<file path="src/rtl/inst_fetch_unit.sv">
// Small synchronous FIFO with flush; head entry is readable combinationally.
// Latency: a word pushed at edge N is at the head after edge N when the FIFO was empty.
// Backpressure: the caller must not push when full unless popping in the same cycle.
module fifo #(
  parameter int W     = 96,
  parameter int DEPTH = 2
) (
  input  logic         clk,
  input  logic         rst,
  input  logic         flush,
  input  logic         push,
  input  logic         pop,
  input  logic [W-1:0] wdata,
  output logic [W-1:0] rdata,
  output logic         empty,
  output logic         full
);

  // DEPTH is a power of two, so pointer arithmetic wraps for free.
  localparam int PTR_W = (DEPTH > 1) ? $clog2(DEPTH) : 1;
  localparam int CNT_W = PTR_W + 1;
  localparam logic [CNT_W-1:0] DEPTH_C = CNT_W'(DEPTH);

  logic [W-1:0]     mem [DEPTH];
  logic [PTR_W-1:0] wr_ptr;
  logic [PTR_W-1:0] rd_ptr;
  logic [CNT_W-1:0] count;

  // Storage array; contents need no reset because empty entries are never exposed.
  always_ff @(posedge clk) begin
    if (push) begin
      mem[wr_ptr] <= wdata;
    end
  end

  // Pointer and occupancy bookkeeping; flush empties the queue in one cycle.
  always_ff @(posedge clk) begin
    if (rst || flush) begin
      wr_ptr <= '0;
      rd_ptr <= '0;
      count  <= '0;
    end else begin
      if (push) begin
        wr_ptr <= wr_ptr + 1'b1;
      end
      if (pop) begin
        rd_ptr <= rd_ptr + 1'b1;
      end
      case ({push, pop})
        2'b10:   count <= count + 1'b1;
        2'b01:   count <= count - 1'b1;
        default: count <= count;
      endcase
    end
  end

  assign rdata = mem[rd_ptr];
  assign empty = (count == '0);
  assign full  = (count == DEPTH_C);

endmodule

// Instruction fetch: drives the memory word address and queues {pc, inst} toward decode.
// Latency: an instruction fetched at edge N is offered (out_valid=1) right after edge N.
// Backpressure: fetch stalls while the queue is full and decode is not taking the head.
module inst_fetch_unit #(
  parameter logic [63:0] RESET_PC = 64'h0,
  parameter int          DEPTH    = 2
) (
  input  logic        clk,
  input  logic        rst,
  output logic [63:0] out_inst_addr,
  input  logic [31:0] in_inst,
  output logic [31:0] out_inst,
  output logic [63:0] out_pc,
  output logic        out_valid,
  input  logic        in_ready,
  input  logic        in_redirect,
  input  logic [63:0] in_redirect_pc
);

  localparam logic [63:0] PC_ALIGN_MASK = ~64'h3;

  logic [63:0] fetch_pc;
  logic        fifo_empty;
  logic        fifo_full;
  logic [95:0] head;
  logic        pop;
  logic        push;

  // Decode takes the head whenever it is valid and ready; a redirect in the
  // same cycle still completes that handshake, the flush just discards the rest.
  assign pop  = out_valid & in_ready & ~rst;

  // Fetch every cycle there is room, counting the slot freed by this cycle's pop.
  assign push = ~rst & ~in_redirect & (~fifo_full | pop);

  // Memory is word addressed; the low two PC bits are always zero.
  assign out_inst_addr = {2'b00, fetch_pc[63:2]};

  // Fetch PC: reset wins over redirect, redirect wins over sequential advance.
  always_ff @(posedge clk) begin
    if (rst) begin
      fetch_pc <= RESET_PC & PC_ALIGN_MASK;
    end else if (in_redirect) begin
      fetch_pc <= in_redirect_pc & PC_ALIGN_MASK;
    end else if (push) begin
      fetch_pc <= fetch_pc + 64'd4;
    end
  end

  fifo #(
    .W     (96),
    .DEPTH (DEPTH)
  ) u_fifo (
    .clk   (clk),
    .rst   (rst),
    .flush (in_redirect),
    .push  (push),
    .pop   (pop),
    .wdata ({fetch_pc, in_inst}),
    .rdata (head),
    .empty (fifo_empty),
    .full  (fifo_full)
  );

  // Empty queue presents zeros rather than whatever stale entry the pointer sits on.
  assign out_valid = ~fifo_empty;
  assign out_pc    = out_valid ? head[95:32] : 64'h0;
  assign out_inst  = out_valid ? head[31:0]  : 32'h0;

endmodule

</file>
<file path="config.mk">
export PLATFORM = sky130hd
export DESIGN_NAME = inst_fetch_unit
export DESIGN_NICKNAME = d
export VERILOG_FILES = /design/src/rtl/inst_fetch_unit.sv
export SDC_FILE = /design/constraint.sdc
export NUM_CORES = 1
export LEC_CHECK = 0
export CAP_MARGIN = 15
export CORE_MARGIN = 10
export CORE_UTILIZATION = 54
export DETAILED_ROUTE_END_ITERATION = 6
export PLACE_DENSITY = 0.87
export SLEW_MARGIN = 30
export SYNTH_ARGS = -nofsm -noshare
export SYNTH_HDL_FRONTEND = slang
export SYNTH_SLANG_ARGS = --single-unit
</file>
<file path="constraint.sdc">
create_clock -name clk -period 18.4 [get_ports clk]
set_clock_uncertainty 0.2 [all_clocks]
set_input_delay 3.68 -clock clk [delete_from_list [all_inputs] [get_ports clk]]
set_output_delay 3.68 -clock clk [all_outputs]
set_load 0.02 [all_outputs]
</file>
==> results.py, run 1 <==
metrics = {
    "cells_and_area": {
        "drive_gt1_share_pct": 5.27,
        "nets": 1239,
        "final_common_cell": "clkdlybuf4s50_1",
        "fin_util_pct": 72.6,
        "syn_to_final_growth_pct": 32.8,
        "mostFrequentLayoutCells": "clkdlybuf4s50_1 (253), edfxtp_1 (188), nor2_1 (166), mux2i_1 (97), dfxtp_1 (66)",
    },
    "worst_setup_path": {
        "worst-setup-path-type": "reg -> out",
        "startpoint_type": "flop",
        "worst-r2r-setup-slack_ns": 14.53,
        "worst_r2r_path_depth": 5,
        "cp-end-kind": "output pin",
        "required_ns": 14.52,
        "timing.rr.end": "u_fifo.mem[0][20]",
        "cp_max_fo": 49,
        "r2r_start": "u_fifo.count[0]",
        "arrival_ns": 3.27,
    },
    "logic_synthesis": {
        "yosysTopAreaCellShare_pct": 51.4,
        "yosysUniqueCellTypes": 46,
        "syn_avg_cell_area_sq_um": 12.2,
        "yosys.area.top_type": "edfxtp_1",
        "ys_top_cells_by_area": "edfxtp_1 (51%), dfxtp_1 (12%), mux2i_1 (8.8%)",
        "synth_cells": 900,
        "synth_area_sq_mm": 0.0110,
        "ys_seq_elements": 255,
        "seq_area_frac_synth_pct": 63.6,
        "yosysWarnings": 0,
    },
    "floorplan": {
        "ios": 261,
        "die_h_um": 163,
        "start_util_pct": 54.6,
        "die-area_sq_mm": 0.0264,
        "die_w_um": 163,
        "core.rowCount": 52,
        "core_area_sq_mm": 0.0201,
    },
    "timing": {
        "rsz0062_at_grt": "false",
        "setup_tns_ns": 0,
        "period_minus_slack_ns": 7.15,
        "fin_crit_sh_pct": 38.9,
        "report.final.setup_viol": 0,
        "max_freq_mhz": 140,
        "hold_viol_final": 0,
        "slew_viol_final": 0,
        "maxSlewHeadroom_pct": 40.5,
        "worst_pin_slew_ns": 0.893,
    },
    "power": {
        "switchingPower_uw": 311,
        "power_per_cell_area_mw_per_mm2": 91.3,
        "p_int_mw": 1.02,
        "p_sw_share_pct": 23.3,
        "combPwrFrac_pct": 10.9,
        "power_frac_clock_pct": 38.9,
        "max-vdd-ir-drop_v": 0.0000648,
        "seqPwrFrac_pct": 50.2,
        "power.leakage_nw": 4.59,
    },
    "clock_tree": {
        "clk_pin_slew_ns": 0.06,
        "clock_sink_count": 255,
        "cts_made_buffers": 26,
        "cts_max_level": 1,
        "cts_max_path_buffers": 3,
        "cts_setup_buffers": 0,
        "cts-root-buf": "clkbuf_16",
        "postCtsHoldBufs": 0,
        "insertion_delay_ns": 0.52,
        "cts-resized-gates": 0,
        "cts_tree": "built",
    },
    "global_routing": {
        "grt_overflow": 0,
        "grt.total_usage_pct": 21.3,
        "grt_max_degree": 96,
        "first_global_vias": 7921,
        "antenna_found_initial": 1,
        "grt_pass1_wl_um": 44800,
    },
    "min_path": {
        "min_path_type": "reg -> reg",
        "worstHoldStart": "u_fifo.rd_ptr",
        "hold-path-cell-count": 2,
    },
    "detailed_routing": {
        "routed_wl_um": 29900,
        "drt_iter0_drc": 806,
        "vias": 8206,
        "drc": 0,
        "viasPerCell": 5.75,
        "wl_per_cell_um": 20.9,
        "dr.pass1.iters": 5,
        "drtAntennaViolNets": 0,
    },
    "run_status": {
        "outcome": "finished, final reports clean",
    },
    "placement": {
        "port_buffers": 254,
        "hpwl_um": 20500,
        "place_congestion": 0.859,
    },
    "flow_run": {
        "max_cap_viol_count": 0,
    },
}
layout make-up:
cell class / count / area (sq um)
antenna: 1 / 2.50
clock buffer: 31 / 691
clock inverter: 16 / 153
fill: 1337 / 5510
inverter: 9 / 35.0
multi-input combinational: 585 / 3780
sequential: 255 / 6990
tap: 270 / 338
timing repair buffer: 261 / 2600
worst max-delay path, cell delays in order, from the launching register on:
cell,delay [ns]
dfxtp_4,0.94
buf_4,0.76
mux2i_1,0.22
nor2_1,0.15
clkdlybuf4s50_1,0.64
cells in the mapped netlist, drive strengths merged:
library cell  instances
a211oi               25
nor2b                 1
and4                  8
nor3b                 2
o31a                  2
o211ai                1
nor2                168
conb                  1
or3                  14
nand2b                1
a311oi               26
clkbuf               37
a21oi                10
a31oi                 2
nand3                27
mux2                  1
o31ai                18
and3                  9
and2                  4
buf                  17
mux2i                97
xnor2                19
o21bai                2
o21ai                10
nand2                41
nor3                  8
or4                  23
dfxtp                67
xor2                 13
inv                   9
nand4                31
or3b                  1
or2                   2
edfxtp              188
ha                    1
nor4                 13
o41ai                 1
per-stage QoR:
step	std cells	power, mW	hold slack (ns)	setup WS, ns	area [sq um]
after floorplan	903	0.746	0.267	9.53	11000
final	1428	1.33	0.308	11.25	14600
after CTS	1427	1.34	0.309	11.17	14600
after detailed placement	1380	0.826	0.294	10.80	13700
after global routing	1428	1.37	0.321	11.04	14600
after global placement	1380	0.822	0.283	10.83	13700
kinds of logic after synthesis:
| logic type | share of synthesized area, % |
|---|---|
| buf+inv | 2.32 |
| simple gates | 15.9 |
| compound gates | 6.48 |
| flops | 63.6 |
| xor+xnor | 2.55 |
| mux | 8.94 |
| other cells | 0.0341 |
| fa+ha+maj | 0.114 |
routing by layer:
layer | global-route usage [%] | up-vias | routed length, um
met2 | 36.2 | 373 | 14600
met3 | 5.64 | 56 | 2760
met1 | 26.2 | 3912 | 11800
met4 | 6.39 | 0 | 735
li1 | - | 3865 | -
met5 | 0 | - | 0
worst max path at each step:
stage | from | end | cells after the start
final | flop | out_inst[11] | 4
after global routing | in_ready | u_fifo.mem[0][5] | 6
after CTS | flop | out_inst[11] | 4
after detailed placement | in_ready | u_fifo.mem[0][10] | 6
after global placement | in_ready | u_fifo.mem[0][10] | 6
after floorplan | rst | u_fifo.mem[0][0] | 5
flip-flops by register name, summed over array words and instances, names as in the netlist, named ones only:
register	cells
u_fifo.rd_ptr	1
u_fifo.count	2
u_fifo.wr_ptr	1
fetch_pc	62
u_fifo.mem	188
power groups by stage:
stage	clock network, mW	registers [mW]	logic, mW
after global placement	0	0.679	0.143
after floorplan	0	0.685	0.0611
after detailed placement	0	0.681	0.145
after CTS	0.527	0.669	0.146
final	0.518	0.669	0.145
after global routing	0.546	0.672	0.154
Note: power is estimated with default switching activity, not from simulation.
==> inputs of run 2 (changes only) <==
--- a/config.mk
+++ b/config.mk
@@ -7,9 +7,9 @@
 export LEC_CHECK = 0
 export CAP_MARGIN = 15
 export CORE_MARGIN = 10
-export CORE_UTILIZATION = 54
+export CORE_UTILIZATION = 45
 export DETAILED_ROUTE_END_ITERATION = 6
-export PLACE_DENSITY = 0.87
+export PLACE_DENSITY = 0.77
 export SLEW_MARGIN = 30
 export SYNTH_ARGS = -nofsm -noshare
 export SYNTH_HDL_FRONTEND = slang
==> constraint.sdc (replaced) <==
create_clock -name clk -period 6.54 [get_ports clk]
set_clock_uncertainty 0.2 [all_clocks]
set_input_delay 1.308 -clock clk [delete_from_list [all_inputs] [get_ports clk]]
set_output_delay 1.308 -clock clk [all_outputs]
set_load 0.02 [all_outputs]
==> results.py, run 2 (same netlist as run 1, synthesis figures left out) <==
metrics = {
    "worst_setup_path": {
        "startpoint_type": "flop",
        "worst-setup-path-type": "reg -> out",
        "cp_max_fo": 49,
        "path_cells": "buf_12, mux2i_1, nor2_1, clkdlybuf4s50_1",
        "cp_num_buf_inv": 2,
        "timing.rr.end": "fetch_pc[63]",
        "worst_r2r_path_depth": 5,
        "r2r_start": "fetch_pc[4]",
        "worst-r2r-setup-slack_ns": 3.19,
        "cp_slowest_stage_delay_ns": 0.93,
        "crit_slowest_cell": "dfxtp_4",
        "required_ns": 5.03,
        "arrival_ns": 2.89,
        "critPathTopFamily": "buffers and inverters",
        "cp-end-kind": "output pin",
    },
    "clock_tree": {
        "clk_pin_slew_ns": 0.06,
        "cts_tree": "built",
        "clock_sink_count": 255,
        "insertion_delay_ns": 0.54,
        "cts_max_level": 1,
        "cts_setup_buffers": 0,
        "cts-resized-gates": 0,
        "cts_max_path_buffers": 3,
        "postCtsHoldBufs": 0,
        "cts_made_buffers": 27,
        "cts-root-buf": "clkbuf_16",
    },
    "cells_and_area": {
        "syn_to_final_growth_pct": 33.5,
        "largestRegisters": "u_fifo.mem x188, fetch_pc x62, u_fifo.count x2",
        "fin_area_sq_mm": 0.0147,
        "fin_util_pct": 60.7,
        "largest_reg_flops": 188,
        "drive_gt1_share_pct": 5.93,
        "n_antenna_cell": 0,
        "final_common_cell": "clkdlybuf4s50_1",
        "regMostFlops": "u_fifo.mem",
        "nets": 1244,
        "mostFrequentLayoutCells": "clkdlybuf4s50_1 (253), edfxtp_1 (188), nor2_1 (166), mux2i_1 (97), dfxtp_1 (66)",
    },
    "floorplan": {
        "start_util_pct": 45.4,
        "ios": 261,
        "die-area_sq_mm": 0.0311,
        "die_h_um": 176,
        "die_w_um": 176,
        "core_area_sq_mm": 0.0242,
        "core.rowCount": 57,
    },
    "placement": {
        "place_congestion": 0.827,
        "placed_area_sq_mm": 0.0138,
        "hpwl_um": 21500,
        "port_buffers": 254,
    },
    "timing": {
        "rsz0062_at_grt": "false",
        "worst_pin_slew_ns": 0.959,
        "hold_viol_final": 0,
        "holdWs_ns": 0.306,
        "report.final.setup_viol": 0,
        "fin_crit_sh_pct": 67.2,
        "slew_viol_final": 0,
        "period_minus_slack_ns": 4.39,
        "setup_tns_ns": 0,
        "max_freq_mhz": 228,
        "maxSlewHeadroom_pct": 35.8,
    },
    "global_routing": {
        "grt_overflow": 0,
        "grt_pass1_wl_um": 46800,
        "grt.total_usage_pct": 19.1,
        "antenna_found_initial": 0,
        "first_global_vias": 8144,
        "grt_max_degree": 90,
    },
    "detailed_routing": {
        "drt_iter0_drc": 623,
        "viasPerCell": 5.50,
        "drc": 0,
        "routed_wl_um": 30800,
        "drtAntennaViolNets": 0,
        "wl_per_cell_um": 20.7,
        "dr.pass1.iters": 5,
        "vias": 8182,
    },
    "min_path": {
        "min_path_type": "reg -> reg",
        "worstHoldStart": "u_fifo.rd_ptr",
        "hold-path-cell-count": 2,
    },
    "run_status": {
        "outcome": "finished, final reports clean",
    },
    "flow_run": {
        "max_cap_viol_count": 0,
    },
    "power": {
        "power_per_cell_area_mw_per_mm2": 253,
        "max-vdd-ir-drop_v": 0.000220,
        "power.leakage_nw": 4.59,
    },
}
==> run 2: changes by cell type in the layout (fill, tap and decap cells not counted), sizes merged <==
cell      previous run  this run
inv                  9        10
bufinv               3         1
diode                1         0
clkinv              13        12
clkinvlp             0         5
buf                  8        12
==> run 2: worst max-delay path by stage <==
stage,from,end,slack [ns],cells after the start
final,flop,out_pc[62],2.15,4
after global routing,flop,out_pc[62],2.02,4
after CTS,flop,out_inst[11],2.09,4
after detailed placement,in_redirect,fetch_pc[53],2.02,7
after global placement,in_redirect,fetch_pc[63],2.05,7
after floorplan,rst,u_fifo.mem[0][0],0.04,5
==> run 2: worst min-delay path, delay by kind of cell (launching register included) <==
family | cells | cell delay, ns
and+or+nand+nor | 1 | 0.07
DFF | 1 | 0.32
xor gates and xnor gates | 1 | 0.08
==> run 2: layer usage <==
metal / global-route usage [%] / wire length [um]
met5: 0 / 0
met2: 32.1 / 14800
met4: 5.37 / 722
met3: 4.83 / 2650
met1: 23.8 / 12600
==> run 2: where the power goes <==
group | switching [mW] | total [mW] | internal [mW] | leakage, nW
clock | 0.621 | 1.42 | 0.798 | 0.390
combinational | 0.214 | 0.410 | 0.196 | 1.90
sequential | 0.0713 | 1.88 | 1.81 | 2.30
==> run 2: cell type report <==
type	instances	area, sq um
clock buffers	31	691
clock inverters	19	133
fillers	1931	9510
inverters	9	35.0
multi-input cells	585	3780
flip-flops and latches	255	6990
well taps	324	405
repair buffers	265	2630
==> run 2: through the flow <==
step / setup slack [ns] / total power, mW / instances
finish: 2.15 / 3.71 / 1488
global route: 2.02 / 3.85 / 1488
CTS: 2.09 / 3.75 / 1488
detailed placement: 2.02 / 2.33 / 1438
global placement: 2.05 / 2.32 / 1438
floorplan: 0.0387 / 2.10 / 903
